**src/rtl/alu_arb_pkg.sv**
```systemverilog
// Shared types for alu_share_arbiter: ALU op encodings, FSM states and counter width.
package alu_arb_pkg;
  localparam int CNT_W = 16;

  typedef enum logic [3:0] {
    ALU_AND = 4'd0,
    ALU_OR  = 4'd1,
    ALU_ADD = 4'd2,
    ALU_MUL = 4'd3,
    ALU_SUB = 4'd6,
    ALU_SLT = 4'd7,
    ALU_NOR = 4'd12
  } alu_op_e;

  typedef enum logic {
    IDLE = 1'b0,
    EXEC = 1'b1
  } arb_state_e;
endpackage

```
**src/rtl/alu_share_arbiter_rr_picker.sv**
```systemverilog
// Combinational round-robin picker: first valid requester scanning upward from rr_ptr+1.
module rr_picker #(
  parameter int NUM_REQ = 2,
  parameter int IDX_W   = $clog2(NUM_REQ)
) (
  input  logic [NUM_REQ-1:0] valid,
  input  logic [IDX_W-1:0]   rr_ptr,
  output logic [NUM_REQ-1:0] grant,
  output logic [IDX_W-1:0]   idx,
  output logic               any
);
  int               c;
  logic [IDX_W-1:0] ci;

  always_comb begin
    grant = '0;
    idx   = '0;
    any   = 1'b0;
    c     = 0;
    ci    = '0;
    for (int i = 1; i <= NUM_REQ; i++) begin
      c  = (int'(rr_ptr) + i) % NUM_REQ;
      ci = IDX_W'(c);
      if (!any && valid[ci]) begin
        any       = 1'b1;
        grant[ci] = 1'b1;
        idx       = ci;
      end
    end
  end
endmodule

```
**src/rtl/alu_share_arbiter.sv**
```systemverilog
// Round-robin sharing of one external ALU among NUM_REQ requesters.
// Optional per-requester grant counters behind ALU_ARB_PERF_EN.
module alu_share_arbiter
  import alu_arb_pkg::*;
#(
  parameter int NUM_REQ = 2,
  parameter int DATA_W  = 32,
  parameter int MUL_LAT = 3
) (
  input  logic                        clk_i,
  input  logic                        rst_i,
  input  logic [NUM_REQ-1:0]          req_valid_i,
  input  logic [4*NUM_REQ-1:0]        req_ctrl_i,
  input  logic [DATA_W*NUM_REQ-1:0]   req_src1_i,
  input  logic [DATA_W*NUM_REQ-1:0]   req_src2_i,
  output logic [NUM_REQ-1:0]          req_ready_o,
  output logic                        rsp_valid_o,
  output logic [$clog2(NUM_REQ)-1:0]  rsp_id_o,
  output logic [DATA_W-1:0]           rsp_result_o,
  output logic                        rsp_zero_o,
  output logic [3:0]                  alu_ctrl_o,
  output logic [DATA_W-1:0]           alu_src1_o,
  output logic [DATA_W-1:0]           alu_src2_o,
  input  logic [DATA_W-1:0]           alu_result_i,
  input  logic                        alu_zero_i,
`ifdef ALU_ARB_PERF_EN
  output logic [CNT_W*NUM_REQ-1:0]    grant_cnt_o,
`endif
  output logic                        busy_o
);
  localparam int IDX_W = $clog2(NUM_REQ);
  localparam int CW    = (MUL_LAT > 1) ? $clog2(MUL_LAT) : 1;

  logic [NUM_REQ-1:0][3:0]        ctrl_v;
  logic [NUM_REQ-1:0][DATA_W-1:0] src1_v, src2_v;
  assign ctrl_v = req_ctrl_i;
  assign src1_v = req_src1_i;
  assign src2_v = req_src2_i;

  arb_state_e          state, state_nxt;
  logic [IDX_W-1:0]    rr_ptr, gidx;
  logic [NUM_REQ-1:0]  grant;
  logic                gany, accept;
  logic [CW-1:0]       cnt;

  rr_picker #(.NUM_REQ(NUM_REQ), .IDX_W(IDX_W)) u_pick (
    .valid  (req_valid_i),
    .rr_ptr (rr_ptr),
    .grant  (grant),
    .idx    (gidx),
    .any    (gany)
  );

  assign accept      = (state == IDLE) && gany;
  assign req_ready_o = (state == IDLE) ? grant : '0;
  assign busy_o      = (state == EXEC);

  always_ff @(posedge clk_i) begin
    if (!rst_i) state <= IDLE;
    else        state <= state_nxt;
  end

  always_comb begin
    state_nxt = state;
    case (state)
      IDLE: if (accept) state_nxt = EXEC;
      EXEC: if (cnt == '0) state_nxt = IDLE;
      default: state_nxt = IDLE;
    endcase
  end

  // rr_ptr doubles as the id of the in-flight op, since it is set to the granted index.
  always_ff @(posedge clk_i) begin
    if (!rst_i) begin
      rr_ptr       <= IDX_W'(NUM_REQ-1);
      cnt          <= '0;
      alu_ctrl_o   <= '0;
      alu_src1_o   <= '0;
      alu_src2_o   <= '0;
      rsp_valid_o  <= 1'b0;
      rsp_id_o     <= '0;
      rsp_result_o <= '0;
      rsp_zero_o   <= 1'b0;
    end else begin
      rsp_valid_o <= 1'b0;
      if (accept) begin
        alu_ctrl_o <= ctrl_v[gidx];
        alu_src1_o <= src1_v[gidx];
        alu_src2_o <= src2_v[gidx];
        rr_ptr     <= gidx;
        cnt        <= (ctrl_v[gidx] == 4'(ALU_MUL)) ? CW'(MUL_LAT-1) : '0;
      end else if (state == EXEC) begin
        if (cnt != '0) begin
          cnt <= cnt - 1'b1;
        end else begin
          rsp_valid_o  <= 1'b1;
          rsp_id_o     <= rr_ptr;
          rsp_result_o <= alu_result_i;
          rsp_zero_o   <= alu_zero_i;
        end
      end
    end
  end

`ifdef ALU_ARB_PERF_EN
  logic [NUM_REQ-1:0][CNT_W-1:0] gcnt;

  always_ff @(posedge clk_i) begin
    if (!rst_i) begin
      gcnt <= '0;
    end else begin
      for (int r = 0; r < NUM_REQ; r++)
        if (accept && gidx == IDX_W'(r) && gcnt[r] != '1)
          gcnt[r] <= gcnt[r] + 1'b1;
    end
  end

  assign grant_cnt_o = gcnt;
`endif
endmodule

```
**config.mk**
```make
export PLATFORM = sky130hd
export DESIGN_NAME = alu_share_arbiter
export DESIGN_NICKNAME = d
export VERILOG_FILES = /design/src/rtl/alu_arb_pkg.sv /design/src/rtl/alu_share_arbiter_rr_picker.sv /design/src/rtl/alu_share_arbiter.sv
export SDC_FILE = /design/constraint.sdc
export NUM_CORES = 1
export LEC_CHECK = 0
export ABC_AREA = 1
export CORE_MARGIN = 2
export CORE_UTILIZATION = 39
export CTS_CLUSTER_DIAMETER = 80
export CTS_CLUSTER_SIZE = 12
export DETAILED_ROUTE_END_ITERATION = 8
export PLACE_DENSITY = 0.86
export REMOVE_ABC_BUFFERS = 1
export SLEW_MARGIN = 20
export SYNTH_ARGS = -nofsm -noshare
export SYNTH_HDL_FRONTEND = slang
export SYNTH_SLANG_ARGS = --single-unit
export TNS_END_PERCENT = 1
```
**constraint.sdc**
```tcl
create_clock -name clk_i -period 2.8 [get_ports clk_i]
set_clock_uncertainty 0.05 [all_clocks]
set_input_delay 0.42 -clock clk_i [delete_from_list [all_inputs] [get_ports clk_i]]
set_output_delay 0.42 -clock clk_i [all_outputs]
set_load 0.01 [all_outputs]
```
Word-level counts from Yosys, hierarchy flattened
Cells that the tools add are included.
{ "classes": {"addsub": 3, "magnitude_cmp": 5, "eq_ne": 1, "muxes": 29, "bitwise_logic": 5, "reduce_logical": 12} }
{ "op_table": {"columns": ["cell", "n"], "rows": [
  ["$mux 32", 4],
  ["$mux 2", 7],
  ["$mux 1", 13],
  ["$mux 4", 2],
  ["$lt 1x2->1 const B", 3],
  ["$reduce_bool 2->1", 3],
  ["$eq 4x2->1 const B", 1],
  ["$logic_and 1x1->1", 4],
  ["$not 1->1", 4],
  ["$reduce_and 3->1", 1],
  ["$reduce_or 3->1", 1],
  ["$add 1x1->1 const B", 2],
  ["$demux 1 s1", 2],
  ["$ge 1x1->1 const B", 2],
  ["$logic_not 2->1", 1],
  ["$or 2x2->2", 1],
  ["$pmux 1 s2", 1],
  ["$reduce_and 2->1", 1],
  ["$sub 2x1->2 const B", 1],
  ["$logic_not 1->1", 1]
]} }
{ "totals": {"reg_bits": 107, "in_bits": 173, "out_inout_bits": 106, "elab_cells": 65} }

Longest topological paths before layout
{ "logic_depth": {"word_depth": 12, "depth_mapped": 8, "ltp_nobuf": 7} }

By module
A second synthesis with hierarchy kept.
{ "hier_totals": {"hier_cells": 567, "hier_area_um2": 4259.1} }
{ "by_module_without_submodules": {"columns": ["module", "instances", "cells_per_inst", "area_per_inst_um2", "seq_area_each_um2"], "rows": [
  ["alu_share_arbiter", 1, 560, 4229.1, 2142.1],
  ["rr_picker", 1, 7, 30.0, 0.0]
]} }

Least setup slack after synthesis
Ideal clock, no wire load.
{ "synth_path": {"kind": "input -> output", "from": "input req_valid_i[0]", "to": "output req_ready_o[1]", "arrival_ns": 1.003, "required_time_ns": 2.330, "slack_ns": 1.327, "path_stages": 4, "n_path_buf": 1, "path_cell_list": "nand2_1 > nand2_2 > buf_4 > nor2_1"} }
{ "synth_between": {"elab_chain_len": 7, "elab_cells_between_ends": 11, "cone_classes": "mux (8); bitwise (1); reduce/logical (2)"} }
{ "synth_lines": {"columns": ["element", "line_no", "source"], "rows": [
  ["start, declared", "alu_share_arbiter.sv:12", "input logic [NUM_REQ-1:0] req_valid_i,"],
  ["$mux 1 (implied by the code) (2 in a row)", "alu_share_arbiter_rr_picker.sv:24", "if (!any && valid[ci]) begin"],
  ["$mux 1", "alu_share_arbiter_rr_picker.sv:24", null],
  ["$logic_not 1->1", "alu_share_arbiter_rr_picker.sv:24", null],
  ["$logic_and 1x1->1", "alu_share_arbiter_rr_picker.sv:24", null],
  ["$mux 2 *", "alu_share_arbiter_rr_picker.sv:24", null],
  ["$mux 2 *", "alu_share_arbiter.sv:55", "assign req_ready_o = (state == IDLE) ? grant : '0;"],
  ["end, declared", "alu_share_arbiter.sv:16", "output logic [NUM_REQ-1:0] req_ready_o,"]
]} }
Mark *: on every way between the ends. The rest lies on a longest branch, timed or not. The select of a mux whose other input is x is not followed.

Final worst setup path
{ "layout_path": {"from": "input req_valid_i[1]", "to": "output req_ready_o[1]"} }
The elaborated chain is that of the path after synthesis.

==> summary.txt <==
Global route
  • First-pass GRT wire length: 22850 um
  • GR Util All Layers: 24.83%
  • Largest net degree at the start of global routing: 68
  • GR Overflow Total: 0
  • Initial antenna violation count: 0
  • Vias in the first global route: 4742

STA
  • Part of the cycle the worst path needs: 83.85%
  • Period minus WS final: 2.348 ns
  • Unrepaired setup endpoints after global routing: no
  • Final Hold Viols: 0
  • Max Slew Vio Count: 0
  • Final WS setup: 0.4523 ns
  • Slew @ Worst Pin: 0.7456 ns
  • Setup violators final: 0
  • Fmax achieved: 425.9 MHz
  • Rel. slew slack: 50.29%

Setup path
  • Crit-path max FO: 7
  • Reg-to-Reg Start: rr_ptr$_SDFFE_PN1P_
  • Critical R2R Capture: cnt[1]$_SDFFE_PN0P_
  • Setup crit end kind: primary output
  • Req. time, crit path: 2.33 ns
  • CP Class: primary input to primary output
  • R2R Setup Slk: 0.88 ns
  • R2R depth: 8
  • Startpoint types: primary input
  • Crit path DAT: 1.88 ns

Route
  • Routed wire length: 15180 um
  • DR WL/cell: 15.74 um
  • Final ANT Viol Nets: 0
  • Initial DRT Pass Iterations: 7
  • Vias: 4963
  • DRC: 0
  • Vias per inst: 5.148
  • DRT iter0 DRCs: 286

Synth
  • Syn Area/Cell: 7.509 sq um
  • Ys Warns: 0
  • Mapped Area: 4243 sq um
  • FF+latch count, synth: 107
  • Library cells used by synthesis: 18
  • Post-synthesis sequential area ratio: 50.49%
  • Cells after Synth: 565

Layout
  • Share of cells above drive strength 1: 3.762%
  • Nets: 993
  • P&R area growth vs syn: 72.75%
  • Finished Cell Area: 7330 sq um
  • # diodes: 0

CTS
  • Clock Tree Buf Depth: 2
  • Reg clk slew, reported paths: 0.09 ns
  • Total CTS buffers: 9
  • Worst-skew pair later-pin latency: 0.36 ns
  • H-tree levels: 3
  • Hold-fix buffers, CTS: 0
  • CTS tree: built
  • Post-CTS setup buffer count: 0
  • Post-CTS resize count: 0
  • Clk sinks: 107
  • Clk root buf: clkbuf_8

Floorplanning
  • Std cell rows: 38
  • Die span in y: 108.3 um
  • Die Footprint: 11730 sq um
  • Top-Level Pins: 279
  • Initial Util: 39.49%
  • Chip width: 108.3 um
  • Std-Cell Core Area: 10750 sq um

Place
  • Routability-driven placement congestion ratio: 0.8649
  • I/O Buffers: 278
  • Pre-CTS setup slack: 0.4183 ns
  • Hpwl dp: 11010 um
  • Placed Area: 7071 sq um

Hold path
  • Min-delay worst type: flop to flop
  • Hold path cells: 1
  • Hold Path Origin: cnt[0]$_SDFFE_PN0P_
  • WHS Endpoint: cnt[0]$_SDFFE_PN0P_

Power
  • Power Dens Cells: 566.7 nW/um^2
  • Worst vdd rail ir drop: 0.3208 mV
  • Total power: 0.004154 W
  • Leak pwr: 2.858 nW

Flow run
  • Max-cap check violation count: 0

Status
  • Status: finished, final reports clean
## sequential cells by signal (all words and copies together), names as in the netlist
register	flops
rsp_id_o	1
rsp_zero_o	1
alu_ctrl_o	4
alu_src1_o	32
busy_o	1
rr_ptr	1
rsp_valid_o	1
cnt	2
alu_src2_o	32
rsp_result_o	32
## power breakdown
part           internal (W)  switching [W]  total (W)  leakage, nW
clock network      0.000648       0.000533    0.00118        0.130
registers           0.00170      0.0000939    0.00179        0.887
logic              0.000648       0.000530    0.00118         1.84
## cell type report
type / instances / area [sq um]
clock buffer: 11 / 151.4
clock inverter: 5 / 107.6
fill: 860 / 3416
inverter: 10 / 37.54
multi-input combinational: 402 / 1843
sequential: 107 / 2142
tap: 140 / 175.2
timing repair buffer: 289 / 2873
## cell usage in the layout, fill, tap and decap left out
master and instances:
a21oi_1 3, a311o_1 1, a31oi_1 67, buf_12 1
buf_2 1, buf_4 10, bufinv_16 3, clkbuf_8 11
clkdlybuf4s50_1 277, clkinv_1 1, clkinv_4 1, dfxtp_1 107
ha_1 1, inv_1 8, inv_2 1, inv_6 1
nand2_1 140, nand2_2 1, nand2_4 1, nand3_1 4
nor2_1 80, o21a_1 1, o21ai_0 75, o21ai_1 28
## critical path, stage by stage
cell             delay, ns
clkdlybuf4s50_1       0.59
nand2_2               0.12
nor2_1                0.15
clkdlybuf4s50_1       0.59
## layer usage
layer / wire (um) / vias to the layer above / track usage (%)
met5: 0 / - / 0
met4: 464 / 0 / 10.53
met3: 1716 / 37 / 9.283
met2: 7462 / 230 / 43.53
met1: 5535 / 2283 / 26.82
li1: - / 2413 / -
## cell families after synthesis
family,after synthesis,share of synthesized area [%]
DFF,107,50.49
and+or+nand+nor,226,20.17
AOI/OAI and AO/OA,175,22.80
buffers and inverters,56,6.252
adders and majority gates,1,0.2949
## worst max-delay path by stage
stage | start | endpoint | slack [ns] | cells after the start
after floorplan | busy_o$_SDFF_PN0_ | cnt[1]$_SDFFE_PN0P_ | -0.32 | 7
after global placement | req_valid_i[1] | req_ready_o[1] | 0.49 | 4
after detailed placement | req_valid_i[0] | cnt[1]$_SDFFE_PN0P_ | 0.42 | 9
after CTS | req_valid_i[1] | req_ready_o[1] | 0.45 | 4
after global routing | req_valid_i[1] | req_ready_o[1] | 0.35 | 4
final | req_valid_i[1] | req_ready_o[1] | 0.45 | 4
## Yosys cell counts
cell        n  area, sq um
nand3_1     4        20.02
buf_4       9        67.56
inv_1       8        30.03
dfxtp_1   107         2142
o21ai_0    75        375.4
nand2_2     1        6.260
o21a_1      1        7.510
inv_2       1        3.750
buf_2      17        85.08
nand2_1   141        529.3
ha_1        1        12.51
o21ai_1    28        140.1
a311o_1     1        10.01
clkinv_1    1        3.750
clkbuf_1   20        75.07
nor2_1     80        300.3
a21oi_1     3        15.01
a31oi_1    67        419.2
## through the flow
step,TNS (ns),hold WS [ns],utilization [%],cells
floorplan,-15.07,0.3756,-,519
global placement,0,0.3868,65.80,948
detailed placement,0,0.4168,65.80,948
CTS,0,0.4304,68.21,964
global route,0,0.4603,68.21,964
finish,0,0.4341,68.21,964
No activity file was read; power rests on OpenSTA's default activity.
